File: src/rtl/mips_defs.sv
// Shared definitions for the MIPS core: write-back control bit positions,
// default data/index widths and the hardwired zero register index.
package mips_defs;

  localparam int unsigned DATA_W_DEF     = 32;
  localparam int unsigned ADDR_W_DEF     = 5;
  localparam int unsigned CTLWB_REGWRITE = 1;
  localparam int unsigned CTLWB_MEMTOREG = 0;
  localparam int unsigned REG_ZERO       = 0;

  typedef enum logic [1:0] {
    CTLWB_NONE = 2'b00,
    CTLWB_RSVD = 2'b01,
    CTLWB_ALU  = 2'b10,
    CTLWB_LOAD = 2'b11
  } ctlwb_e;

endpackage

File: src/rtl/regfile_2r1w.sv
// Architectural register storage: one write port, two combinational read
// ports with same-cycle write bypass, synchronous clear, r0 reads as zero.
module regfile_2r1w
  import mips_defs::*;
#(
  parameter int unsigned DATA_W = DATA_W_DEF,
  parameter int unsigned ADDR_W = ADDR_W_DEF,
  parameter int unsigned NREGS  = 2 ** ADDR_W
) (
  input  logic              clk,
  input  logic              rst,
  input  logic              we,
  input  logic [ADDR_W-1:0] waddr,
  input  logic [DATA_W-1:0] wdata,
  input  logic [ADDR_W-1:0] raddr_a,
  input  logic [ADDR_W-1:0] raddr_b,
  output logic [DATA_W-1:0] rdata_a,
  output logic [DATA_W-1:0] rdata_b
);

  localparam logic [ADDR_W-1:0] ZERO_IDX = ADDR_W'(REG_ZERO);

  logic [DATA_W-1:0] regs [NREGS];

  always_ff @(posedge clk) begin
    if (rst) begin
      for (int unsigned i = 0; i < NREGS; i++) begin
        regs[i] <= '0;
      end
    end else if (we && (waddr != ZERO_IDX)) begin
      regs[waddr] <= wdata;
    end
  end

  // Bypass is not gated by rst: a live write is still visible on the read ports.
  always_comb begin
    rdata_a = '0;
    if (raddr_a != ZERO_IDX) begin
      rdata_a = (we && (raddr_a == waddr)) ? wdata : regs[raddr_a];
    end
  end

  always_comb begin
    rdata_b = '0;
    if (raddr_b != ZERO_IDX) begin
      rdata_b = (we && (raddr_b == waddr)) ? wdata : regs[raddr_b];
    end
  end

endmodule

File: src/rtl/wb_regfile.sv
// Write-back stage plus register file: selects load vs ALU data from mem_wb,
// qualifies the write enable against r0 and commits through regfile_2r1w.
module wb_regfile
  import mips_defs::*;
#(
  parameter int unsigned DATA_W = DATA_W_DEF,
  parameter int unsigned ADDR_W = ADDR_W_DEF,
  parameter int unsigned NREGS  = 2 ** ADDR_W
) (
  input  logic              clk,
  input  logic              rst,
  input  logic [1:0]        WB_ctlwb,
  input  logic [DATA_W-1:0] WB_rdata,
  input  logic [DATA_W-1:0] WB_alu_out,
  input  logic [ADDR_W-1:0] WB_rd,
  input  logic [ADDR_W-1:0] ID_rs,
  input  logic [ADDR_W-1:0] ID_rt,
  output logic [DATA_W-1:0] ID_rs_data,
  output logic [DATA_W-1:0] ID_rt_data,
  output logic [DATA_W-1:0] WB_wdata,
  output logic              WB_we
);

  always_comb begin
    WB_wdata = WB_ctlwb[CTLWB_MEMTOREG] ? WB_rdata : WB_alu_out;
    WB_we    = WB_ctlwb[CTLWB_REGWRITE] && (WB_rd != ADDR_W'(REG_ZERO));
  end

  regfile_2r1w #(
    .DATA_W (DATA_W),
    .ADDR_W (ADDR_W),
    .NREGS  (NREGS)
  ) u_regs (
    .clk     (clk),
    .rst     (rst),
    .we      (WB_we),
    .waddr   (WB_rd),
    .wdata   (WB_wdata),
    .raddr_a (ID_rs),
    .raddr_b (ID_rt),
    .rdata_a (ID_rs_data),
    .rdata_b (ID_rt_data)
  );

endmodule
File: config.mk
export PLATFORM = sky130hd
export DESIGN_NAME = wb_regfile
export DESIGN_NICKNAME = d
export VERILOG_FILES = /design/src/rtl/mips_defs.sv /design/src/rtl/regfile_2r1w.sv /design/src/rtl/wb_regfile.sv
export SDC_FILE = /design/constraint.sdc
export NUM_CORES = 2
export LEC_CHECK = 0
export CORE_AREA = 2 2 612 371
export CTS_BUF_LIST = sky130_fd_sc_hd__clkbuf_8
export DETAILED_ROUTE_END_ITERATION = 7
export DIE_AREA = 0 0 614 373
export PLACE_DENSITY = 0.39
export SLEW_MARGIN = 20
export SYNTH_ARGS = -nofsm -noshare
export SYNTH_HDL_FRONTEND = slang
export SYNTH_SLANG_ARGS = --single-unit
export TNS_END_PERCENT = 5
File: constraint.sdc
create_clock -name clk -period 2.6 [get_ports clk]
set_input_delay 0.26 -clock clk [delete_from_list [all_inputs] [get_ports clk]]
set_output_delay 0.26 -clock clk [all_outputs]
set_load 0.005 [all_outputs]
## Word level (Yosys, flattened, before mapping)

Memories as Yosys holds them, arrays and structs flattened.
Cells that the tools add are included.

| word-level totals | value |
|---|---|
| flip-flop bits (word level) | 0 |
| RAM bits | 1024 |
| output and inout port bits | 97 |
| memories kept | 1 |

Memories:

| memory | depth | bits a word | rd ports | clocked after Yosys merged registers in | wr ports | line | RTL |
|---|---|---|---|---|---|---|---|
| u_regs.regs | 32 | 32 | 2 | 0 | 32 | regfile_2r1w.sv:23 | `logic [DATA_W-1:0] regs [NREGS];` |

| operators by class | value |
|---|---|
| eq/ne operators | 2 |
| muxes and demuxes | 13 |
| reduce and logical (&&, ||, !) cells | 8 |

Operator list:

| kind | number |
|---|---|
| 32-bit 2-to-1 mux | 6 |
| 32-bit OR reduction | 1 |
| 5-bit nonzero test | 3 |
| 5-bit == test | 2 |
| 1-bit 2-to-1 mux | 6 |
| 5-bit 2-to-1 mux | 1 |
| 1-bit logical AND | 4 |

## Logic depth before layout (Yosys ltp)

| depth | value |
|---|---|
| depth in word-level cells | 8 |
| gate-level depth with buffers | 10 |
| depth with buffers taken out | 5 |

## Modules after synthesis

Synthesis repeated with hierarchy kept, for this count alone.

| unflattened totals | value |
|---|---|
| cell total of the unflattened synthesis | 3778 |
| area total of the unflattened synthesis | 55125.4 um^2 |

By module, submodules not included:

| module | instances | cells each | area an instance (um^2) | seq. area each (um^2) |
|---|---|---|---|---|
| regfile_2r1w | 1 | 3740 | 54722.5 | 30749.5 |
| wb_regfile | 1 | 38 | 402.9 | 0.0 |

## Least setup slack after synthesis

No wires, ideal clock.

| timing | value |
|---|---|
| path type | input to register |
| start | input WB_rd[1] |
| end | memory u_regs.regs[12][0] (netlist name) (enable) |
| library setup time | 394 ps |
| arrival time | 1989 ps |
| setup slack | 217 ps |
| cell stages on the path | 4 |
| buffers on the path | 0 |
| cell sequence | or2_1 > nor3_1 > nand2_1 > nand2b_1 |

RTL lines:

| what | line | RTL |
|---|---|---|
| from (decl) | wb_regfile.sv:15 | `input logic [ADDR_W-1:0] WB_rd,` |
| to (decl) | regfile_2r1w.sv:23 |  |

## Worst setup path after layout

| timing | value |
|---|---|
| start | input WB_rd[0] |
| end | output ID_rt_data[30] |

| between the ends | value |
|---|---|
| longest elaborated chain between the ends | 5 |
| elaborated cells on any way between the ends | 6 |

Ends and longest elaborated chain:

| what | line | RTL |
|---|---|---|
| 5-bit nonzero test | wb_regfile.sv:26 | `WB_we = WB_ctlwb[CTLWB_REGWRITE] && (WB_rd != ADDR_W'(REG_ZERO));` |
| 1-bit logical AND | wb_regfile.sv:26 |  |
| 1-bit logical AND * | regfile_2r1w.sv:46 | `rdata_b = (we && (raddr_b == waddr)) ? wdata : regs[raddr_b];` |
| 32-bit 2-to-1 mux * | regfile_2r1w.sv:46 |  |
| 32-bit 2-to-1 mux * | regfile_2r1w.sv:45 | `if (raddr_b != ZERO_IDX) begin` |
| to (decl) | wb_regfile.sv:19 | `output logic [DATA_W-1:0] ID_rt_data,` |

Every way passes the cells marked *; elsewhere a longest branch is shown, timed or not.

==> flow_metrics.env <==
export IMPL_cts_buffers=170
export IMPL_rsz0062_at_grt="yes"
export IMPL_place_gp_congestion=0.8323
export IMPL_grt_overflow=0
export IMPL_grt_max_degree=64
export IMPL_die_h_um=373
export IMPL_status="complete, but fails checks"
export IMPL_slew_limit_headroom_pct=51.81
export IMPL_path_cells="clkdlybuf4s50_1, xnor2_1, nand4_1, buf_4, or3_2, buf_12, buf_4, o21ai_0, a21oi_1, clkdlybuf4s50_1"
export IMPL_max_vdd_ir_drop_v=0.0003601
export IMPL_antenna_found_initial=3
export IMPL_crit_buf_inv=5
export IMPL_portBuffers=179
export IMPL_crit_family="buffers and inverters"
export IMPL_yosys_top_cells_area="edfxtp_1, mux4_2, nor2_1"
export IMPL_cts_tree="yes"
export IMPL_grt_pass1_vias=39240
export IMPL_grt_pass1_wl_um=327800
export IMPL_startpoint_type="input pin"
export IMPL_initial_core_util_pct=23.85
export IMPL_hold_path_class="input pin to flop"
export IMPL_p_leak_nw=24.24
export IMPL_fin_util_pct=30.84
export IMPL_place_area_um2=64440
export IMPL_synth_seq_area_share_pct=57.60
export IMPL_cp_required_ns=2.34
export IMPL_rows=135
export IMPL_synth_area_um2=53390
export IMPL_drc=0
export IMPL_syn_avg_cell_area_um2=13.38
export IMPL_yosys_most_used_dff="edfxtp_1"
export IMPL_drive_gt1_share_pct=35.11
export IMPL_clock_sinks=1024
export IMPL_cts_clk_slew_worst_paths_ns=0.06
export IMPL_endpoint_kind="output port"
export IMPL_worstPathMaxFanout=13
export IMPL_nFillCells=22470
export IMPL_track_usage_pct=20.53
export IMPL_ios=180
export IMPL_largest_reg_flops=1024
export IMPL_drt_pass1_iterations=5
export IMPL_top_register="u_regs.regs"
export IMPL_min_period_ns=3.242
export IMPL_power_density_nw_per_um2=583.5
export IMPL_drv_slew=0
export IMPL_clk_path_buf_depth=4
export IMPL_ys_async_sr_fraction_pct=0
export IMPL_final_antenna_net_count=0
export IMPL_dieArea_um2=229000
export IMPL_regArea_um2=30750
export IMPL_avgRoutedWirePerCell_um=31.13
export IMPL_crit_type="input pin to output port"
export IMPL_violations="setup timing"
export IMPL_synth_seq_cells=1024
export IMPL_cp_arrival_ns=2.98
export IMPL_drtIter0Drc=4667
export IMPL_htreeDepth=4
export IMPL_synth_cell_types=62
export IMPL_post_place_cells=7439
export IMPL_fin_total_pwr_w=0.04027
export IMPL_hold_viol=0
export IMPL_cap_viol_max_count=0
export IMPL_post_route_period_util_pct=124.7
export IMPL_top_regs="u_regs.regs: 1024 flops"
export IMPL_vias_per_cell=5.146
export IMPL_dp_hpwl_um=162600
export IMPL_synth_edff_count=1024
export IMPL_vias=39710
export IMPL_nNetsFinal=4681
export IMPL_worstMarginPinSlew_ns=0.7228
export IMPL_multiInputGateArea_um2=22960
export IMPL_areaGrowthSynthToFinish_pct=29.28
export IMPL_synth_top_cell_area_share_pct=57.60
export IMPL_stdcell_count=7715
export IMPL_root_buffer="clkbuf_8"
export IMPL_routed_wl_um=240200
export IMPL_setup_ws_ns=-0.6421
export IMPL_core_region_area_um2=223800
export IMPL_yosys_warnings=0
export IMPL_die_width_um=614
export IMPL_final_setup_viol_count=64
export IMPL_worst_hold_slack_ns=0.2356
export IMPL_crit_slowest_cell="clkdlybuf4s50_1"
export IMPL_synthCells=3991
export IMPL_fmax_mhz=308.4
export IMPL_postLayoutCellArea_um2=69020
export IMPL_synth_top_area_cell="edfxtp_1"
export IMPL_slowest_delay_ns=0.53
[cell families after synthesis]
kind of cell	after synthesis	synth area share [%]
DFF	1024	57.60
buffers and inverters	460	4.092
muxes	600	20.50
xor gates and xnor gates	10	0.1641
and+or+nand+nor	1458	11.54
other	1	0.007024
AOI/OAI and AO/OA	438	6.105
[through the flow]
step           setup TNS [ns]  worst slack, ns
2_1_floorplan               0           0.2169
3_3_place_gp           -57.38           -1.529
3_5_place_dp           -56.79           -1.517
4_1_cts                -32.20          -0.6781
5_1_grt                -31.86          -0.7025
6_report               -24.61          -0.6421
[final timing paths]
kind,end,slack [ns],depth (start not counted),start
max,ID_rt_data[30],-0.64,10,WB_rd[0]
min,u_regs.regs[28][12],0.24,5,WB_ctlwb[0]
[synthesized netlist by cell type, drive strengths merged, types with 3 or more instances]
cell type,number
nor3b,4
nand2,73
a22oi,6
a2111oi,28
nor2b,95
o22ai,99
nand3,3
or3,5
and3,4
a221oi,32
a21oi,38
nor2,1101
a211oi,122
and3b,3
mux2,38
a221o,33
a2bb2oi,4
mux4,391
nor3,60
o221ai,33
inv,37
edfxtp,1024
nor4,50
xnor2,7
clkbuf,262
o211ai,4
mux2i,171
xor2,3
nand2b,46
buf,160
or2,8
o21ai,26
[final cells by class]
| cell class | count | area share [%] |
|---|---|---|
| Tap cell | 3014 | 5.464 |
| Multi-Input combinational cell | 2538 | 33.27 |
| Inverter | 38 | 0.2067 |
| Sequential cell | 1024 | 44.55 |
| Clock inverter | 101 | 0.6562 |
| Clock buffer | 173 | 3.450 |
| Timing Repair Buffer | 826 | 12.40 |
| Antenna cell | 1 | 0.003626 |
[per-layer routing]
metal / wire, µm / global-route usage (%)
met1: 112100 / 31.06
met2: 101900 / 29.42
met3: 19850 / 4.286
met4: 6307 / 5.127
met5: 13 / 0
[where the power goes]
group / switching [W] / leakage, nW / internal, W
combinational: 0.00404 / 12.8 / 0.00320
clock: 0.00717 / 1.66 / 0.00630
sequential: 0.000484 / 9.75 / 0.0191
total: 0.0117 / 24.2 / 0.0286
[timing repair]
action / 4_1_cts / 5_1_grt
hold buffers: 1 / 0
resized for setup: 421 / 81
setup buffers: 9 / 0
gates cloned: 1 / 0
hold endpoints to repair: 22 / 0
pin swaps: 82 / 46
endpoints found under the setup margin: 64 / 64
[layout by cell type (no fill, tap or decap), drive strengths merged, types with 96 or more instances in the layout]
| master | instances |
|---|---|
| nor2 | 1101 |
| mux2i | 171 |
| a211oi | 122 |
| mux4 | 391 |
| edfxtp | 1024 |
| clkdlybuf4s50 | 104 |
| inv | 96 |
| buf | 674 |
| clkbuf | 184 |
| o22ai | 99 |
Power figures use the tool's default switching activity.
